<file path="config.mk">
export PLATFORM = sky130hd
export DESIGN_NAME = instr_sequencer
export DESIGN_NICKNAME = d
export VERILOG_FILES = /design/src/rtl/instr_sequencer.sv
export SDC_FILE = /design/constraint.sdc
export NUM_CORES = 1
export LEC_CHECK = 0
export ABC_AREA = 1
export BUFFER_PORTS_ARGS = -buffer_cell sky130_fd_sc_hd__buf_2
export CORE_MARGIN = 3
export CORE_UTILIZATION = 32
export CTS_CLUSTER_DIAMETER = 200
export CTS_CLUSTER_SIZE = 12
export DETAILED_ROUTE_END_ITERATION = 8
export PLACE_DENSITY_LB_ADDON = 0.08
export RECOVER_POWER = 100
export REMOVE_ABC_BUFFERS = 1
export SYNTH_ARGS = -nofsm -noshare
export SYNTH_HDL_FRONTEND = slang
export SYNTH_SLANG_ARGS = --single-unit
export TNS_END_PERCENT = 5
</file>
<file path="constraint.sdc">
create_clock -name clk -period 1.9 [get_ports clk]
set_input_delay 0.285 -clock clk [delete_from_list [all_inputs] [get_ports clk]]
set_output_delay 0.285 -clock clk [all_outputs]
set_load 0.01 [all_outputs]
</file>
<file path="src/rtl/instr_sequencer.sv">
// instr_sequencer: 16-bit instruction FIFO feeding an IDLE/EXEC/CAPTURE
// issue FSM that drives reg_file_alu and captures its result.
module instr_sequencer #(
  parameter int FIFO_DEPTH = 4
) (
  input  logic        clk,
  input  logic        reset,
  input  logic        instr_valid,
  input  logic [15:0] instr,
  output logic        instr_ready,
  input  logic [7:0]  ALUResult,
  output logic [3:0]  RA1,
  output logic [3:0]  RA2,
  output logic [3:0]  WA,
  output logic [7:0]  external_data_in,
  output logic        RegWrite,
  output logic        ALUSrc,
  output logic [1:0]  ALUControl,
  output logic        result_valid,
  output logic [7:0]  result,
  output logic        busy,
  output logic [7:0]  retired
);

  localparam int PW = $clog2(FIFO_DEPTH);
  localparam int CW = PW + 1;
  localparam logic [CW-1:0] FULL_CNT = CW'(FIFO_DEPTH);

  typedef enum logic [1:0] {
    IDLE,
    EXEC,
    CAPTURE
  } state_t;

  typedef enum logic [1:0] {
    OP_LDI  = 2'b00,
    OP_ALU  = 2'b01,
    OP_ALUI = 2'b10,
    OP_NOP  = 2'b11
  } op_t;

  typedef struct packed {
    logic [3:0] ra1;
    logic [3:0] ra2;
    logic [3:0] wa;
    logic [7:0] imm;
    logic       regwrite;
    logic       alusrc;
    logic [1:0] aluctrl;
  } ctl_t;

  logic [15:0]   mem_q [FIFO_DEPTH];
  logic [15:0]   mem_d [FIFO_DEPTH];
  logic [PW-1:0] wr_ptr_q, wr_ptr_d;
  logic [PW-1:0] rd_ptr_q, rd_ptr_d;
  logic [CW-1:0] count_q, count_d;
  state_t        state_q, state_d;
  op_t           op_q, op_d;
  ctl_t          ctl_q, ctl_d;
  logic [7:0]    result_q, result_d;
  logic          result_valid_q, result_valid_d;
  logic [7:0]    retired_q, retired_d;

  logic          full;
  logic          empty;
  logic          push;
  logic          pop;
  logic [15:0]   head;
  op_t           head_op;

  assign full    = (count_q == FULL_CNT);
  assign empty   = (count_q == '0);
  assign instr_ready = reset && !full;
  assign push    = instr_valid && instr_ready;
  assign pop     = (state_q == IDLE) && !empty;
  assign head    = mem_q[rd_ptr_q];
  assign head_op = op_t'(head[15:14]);

  always_comb begin
    mem_d          = mem_q;
    wr_ptr_d       = wr_ptr_q;
    rd_ptr_d       = rd_ptr_q;
    count_d        = count_q;
    state_d        = state_q;
    op_d           = op_q;
    ctl_d          = '0;
    result_d       = result_q;
    result_valid_d = 1'b0;
    retired_d      = retired_q;

    if (push) begin
      mem_d[wr_ptr_q] = instr;
      wr_ptr_d        = wr_ptr_q + PW'(1);
    end
    if (pop) begin
      rd_ptr_d = rd_ptr_q + PW'(1);
    end

    case ({push, pop})
      2'b10:   count_d = count_q + CW'(1);
      2'b01:   count_d = count_q - CW'(1);
      default: count_d = count_q;
    endcase

    // Controls are decoded from the head as it is popped so they
    // are already registered during the EXEC cycle.
    unique case (state_q)
      IDLE: begin
        if (pop) begin
          state_d = EXEC;
          op_d    = head_op;
          unique case (1'b1)
            head_op == OP_LDI: begin
              ctl_d.wa       = head[13:10];
              ctl_d.imm      = head[7:0];
              ctl_d.regwrite = 1'b1;
              ctl_d.alusrc   = 1'b1;
            end
            head_op == OP_ALU: begin
              ctl_d.aluctrl = head[13:12];
              ctl_d.ra1     = head[11:8];
              ctl_d.ra2     = head[7:4];
            end
            head_op == OP_ALUI: begin
              ctl_d.aluctrl = head[13:12];
              ctl_d.ra1     = head[11:8];
              ctl_d.imm     = head[7:0];
              ctl_d.alusrc  = 1'b1;
            end
            default: ctl_d = '0;
          endcase
        end
      end
      EXEC: begin
        if (op_q == OP_ALU || op_q == OP_ALUI) begin
          state_d = CAPTURE;
          ctl_d   = ctl_q;
          ctl_d.regwrite = 1'b0;
        end else begin
          state_d   = IDLE;
          retired_d = retired_q + 8'd1;
        end
      end
      CAPTURE: begin
        state_d        = IDLE;
        result_d       = ALUResult;
        result_valid_d = 1'b1;
        retired_d      = retired_q + 8'd1;
      end
      default: state_d = IDLE;
    endcase
  end

  always_ff @(posedge clk) begin
    if (!reset) begin
      mem_q          <= '{default: '0};
      wr_ptr_q       <= '0;
      rd_ptr_q       <= '0;
      count_q        <= '0;
      state_q        <= IDLE;
      op_q           <= OP_NOP;
      ctl_q          <= '0;
      result_q       <= '0;
      result_valid_q <= 1'b0;
      retired_q      <= '0;
    end else begin
      mem_q          <= mem_d;
      wr_ptr_q       <= wr_ptr_d;
      rd_ptr_q       <= rd_ptr_d;
      count_q        <= count_d;
      state_q        <= state_d;
      op_q           <= op_d;
      ctl_q          <= ctl_d;
      result_q       <= result_d;
      result_valid_q <= result_valid_d;
      retired_q      <= retired_d;
    end
  end

  assign RA1              = ctl_q.ra1;
  assign RA2              = ctl_q.ra2;
  assign WA               = ctl_q.wa;
  assign external_data_in = ctl_q.imm;
  assign RegWrite         = ctl_q.regwrite;
  assign ALUSrc           = ctl_q.alusrc;
  assign ALUControl       = ctl_q.aluctrl;
  assign result_valid     = result_valid_q;
  assign result           = result_q;
  assign retired          = retired_q;
  assign busy             = (state_q != IDLE) || !empty;

endmodule

</file>
==> flow_metrics.py <==
metrics = {
    "outcome": {
        "outcome": "completed",
    },
    "logic_synthesis": {
        "netlist_instances": 774,
        "synth_warnings": 0,
        "synthTopCellsByArea": "sky130_fd_sc_hd__dfxtp_1, sky130_fd_sc_hd__nand2_1, sky130_fd_sc_hd__nor2_1, sky130_fd_sc_hd__inv_1, sky130_fd_sc_hd__o21ai_0",
        "post_synthesis_cell_area_um2": 5306,
        "yosys_register_bits": 116,
        "synth_cell_types": 30,
        "synth.most_common_cell": "sky130_fd_sc_hd__nand2_1",
        "synth_common_cells": "sky130_fd_sc_hd__nand2_1, sky130_fd_sc_hd__nor2_1, sky130_fd_sc_hd__dfxtp_1",
        "number_of_enable_flip_flop_cells_after_synthesis": 0,
        "synth_flop_type": "sky130_fd_sc_hd__dfxtp_1",
        "postSynthAreaPerCell_um2": 6.856,
        "synthDominantCellAreaShare_pct": 43.76,
        "netlist.top_cell.by_area": "sky130_fd_sc_hd__dfxtp_1",
        "yosysSeqAreaShare_pct": 43.76,
        "synth_async_sr_flop_share_pct": 0,
    },
    "route": {
        "via_to_cell_ratio": 4.341,
        "dr_total_vias": 4632,
        "drt_iter0_drc": 187,
        "wl_mm": 13.22,
        "drtAntennaViolNets": 0,
        "detailed_route_wire_length_per_cell_um": 12.39,
        "drc": 0,
        "detail_route.first_pass.iterations": 4,
    },
    "grt": {
        "grt_residual_overflow": 0,
        "grt_pass1_wl_mm": 21.85,
        "antenna_found_initial": 0,
        "grt_max_degree": 54,
        "total_global_routing_track_utilization_pct": 15.17,
        "first_global_vias": 4339,
    },
    "sta": {
        "finalMaxSlewViolations": 0,
        "timing.slew.headroom_pct": 52.71,
        "max_slew.worst_pin.slew_ps": 709.4,
        "hold_viol": 0,
        "layout_setup_ws_ps": 154.1,
        "fmaxAchievable_ghz": 0.5728,
        "clock-skew-final_ps": 4.780,
        "setup_violations": 0,
        "final.min_clock_period_ps": 1746,
        "rsz0062_at_grt": "true",
        "fin_tns_setup_ps": 0,
        "hold_slack_ps": 137.8,
        "period_share_pct": 91.89,
    },
    "worst_setup_path": {
        "worstSetupStartpointType": "register",
        "timing.reg2reg.worst_path_depth": 8,
        "crit_path_cell_trace": "inv_2, nand3_4, buf_2, nand4_4, buf_2, nand2_1, nand2_1, nor2_1",
        "cpLargestDelayFamily": "buffers and inverters",
        "critical_path_buf_inv_count": 3,
        "critical_path_depth": 8,
        "worst-endpoint-required_ps": 2200,
        "worstPathMaxFanout": 32,
        "reg2reg_slack_ps": 150,
        "critical-path-max-stage-delay_ps": 570,
        "crit_slowest_cell": "sky130_fd_sc_hd__buf_2",
        "worstSetupEndpointType": "register",
        "cp_data_arrival_time_ps": 2050,
        "critical_path_class": "register to register",
    },
    "placement": {
        "pre_cts_slack_ps": 71.30,
        "post-dp-hpwl_mm": 8.673,
        "detailed_place.area_um2": 5844,
        "place.port_buffers": 69,
        "placed_cells_incl_taps": 1038,
        "routabilityCongestion": 0.8006,
    },
    "floorplan": {
        "die_area_um2": 18160,
        "num_io_pins": 70,
        "fp.dieH_um": 134.8,
        "dieWidth_um": 134.8,
        "design.core.area_um2": 16060,
        "core.rowCount": 46,
        "initial_cell_density_of_the_core_pct": 33.05,
    },
    "final_layout": {
        "layout-area-overhead-vs-synth_pct": 18.67,
        "design.final.nets": 878,
        "antennaDiodeCount": 0,
        "finalInstanceArea_um2": 6297,
        "drive_gt1_share_pct": 11.75,
        "layoutNonFillerInstCount": 1067,
    },
    "cts": {
        "cts_buffers": 17,
        "clock_tree.buffer_depth": 2,
        "clk_latency_worst_skew_pair_ps": 410,
        "clkSlewWorstSetupHoldPaths_ps": 50,
        "cts_setup_buffers": 0,
        "clock-root-buffer": "sky130_fd_sc_hd__clkbuf_16",
        "cts.sinks": 116,
        "clock_tree_from_tritoncts": "yes",
        "cts-htree-levels": 4,
    },
    "power": {
        "p_leak_nw": 3.032,
        "pwr_density_cell_nw_per_um2": 1249,
        "vdd.ir_drop.worst_uv": 643.6,
    },
    "run": {
        "max_cap_viol_count": 0,
    },
    "worst_hold_path": {
        "worst_hold_path_type": "input port to register",
        "worstHoldPathCells": 3,
    },
}
## repair_timing
action / CTS / global route
gates resized for setup: 0 / 9
hold buffers: 0 / 0
endpoints found under the setup margin: 0 / 7
## through the flow
step | power [W] | util [%]
floorplan | 0.004295 | -
global route | 0.008431 | 39.22
detailed placement | 0.005123 | 36.40
CTS | 0.007993 | 39.60
global placement | 0.005100 | 36.40
finish | 0.007863 | 39.22
## flip-flops by register name, indices dropped and copies added, names as in the netlist, 3 cells and up
name,flops
retired,8
result,8
external_data_in,8
RA2,4
mem_q,64
RA1,4
WA,4
count_q,3
## worst paths after layout
kind,to,from
max,mem_q[33],count_q[0]
min reg2reg,ALUSrc,ALUSrc
min,result[4],ALUResult[4]
max reg2reg,mem_q[33],count_q[0]
## worst reg2reg max path, delay by kind of cell (launching register included)
kind	cells	cell delay, ps
buffers and inverters	3	890
DFF	1	320
and+or+nand+nor	5	410
## logic make-up (layout without fill, tap and decap cells)
family                   after synthesis  in the layout  share of synthesized area (%)
buffers and inverters                129            206                          11.11
AO/OA/AOI/OAI                        106            106                          10.12
XOR/XNOR                               3              3                         0.4953
adder cells (fa/ha/maj)               10             10                          2.499
flip-flops                           116            116                          43.76
AND/OR/NAND/NOR                      410            410                          32.02
## power by group
group | switching [W] | total (W) | internal [W]
sequential | 0.000181 | 0.00291 | 0.00273
clock | 0.00103 | 0.00282 | 0.00179
combinational | 0.00143 | 0.00213 | 0.000696
total | 0.00265 | 0.00786 | 0.00522
## metal layers
layer,part of all wire (%),wire length (µm),track usage (%)
met5,0,0,0
met4,0.77,102,4.468
met3,4.9,642,4.359
met2,46,6028,25.07
met1,49,6442,19.31
## area by class of cell
type / instances / area, µm²
multi-input cells: 529 / 2404
clock inverters: 7 / 60.06
inverters: 93 / 349.1
flip-flops and latches: 116 / 2325
clock buffers: 22 / 454.2
fillers: 1721 / 9761
repair buffers: 84 / 435.4
well taps: 216 / 270.3
## cells in the final DEF (no fill, tap or decap), types with 2 or more instances in the layout
master and n:
sky130_fd_sc_hd__clkbuf_1 46, sky130_fd_sc_hd__nand3_1 8, sky130_fd_sc_hd__dfxtp_2 2, sky130_fd_sc_hd__clkinv_2 6
sky130_fd_sc_hd__buf_4 9, sky130_fd_sc_hd__nand3_2 2, sky130_fd_sc_hd__inv_2 6, sky130_fd_sc_hd__clkbuf_16 17
sky130_fd_sc_hd__nand4_4 4, sky130_fd_sc_hd__buf_12 3, sky130_fd_sc_hd__inv_1 87, sky130_fd_sc_hd__o21ai_1 4
sky130_fd_sc_hd__o21ai_0 59, sky130_fd_sc_hd__nor2_2 14, sky130_fd_sc_hd__dfxtp_1 114, sky130_fd_sc_hd__nand4_1 2
sky130_fd_sc_hd__a21oi_1 39, sky130_fd_sc_hd__nor2_1 154, sky130_fd_sc_hd__buf_2 30, sky130_fd_sc_hd__nand2_1 222
sky130_fd_sc_hd__xor2_1 2, sky130_fd_sc_hd__ha_1 9, sky130_fd_sc_hd__nand2_4 2
No activity file was read; power rests on OpenSTA's default activity.
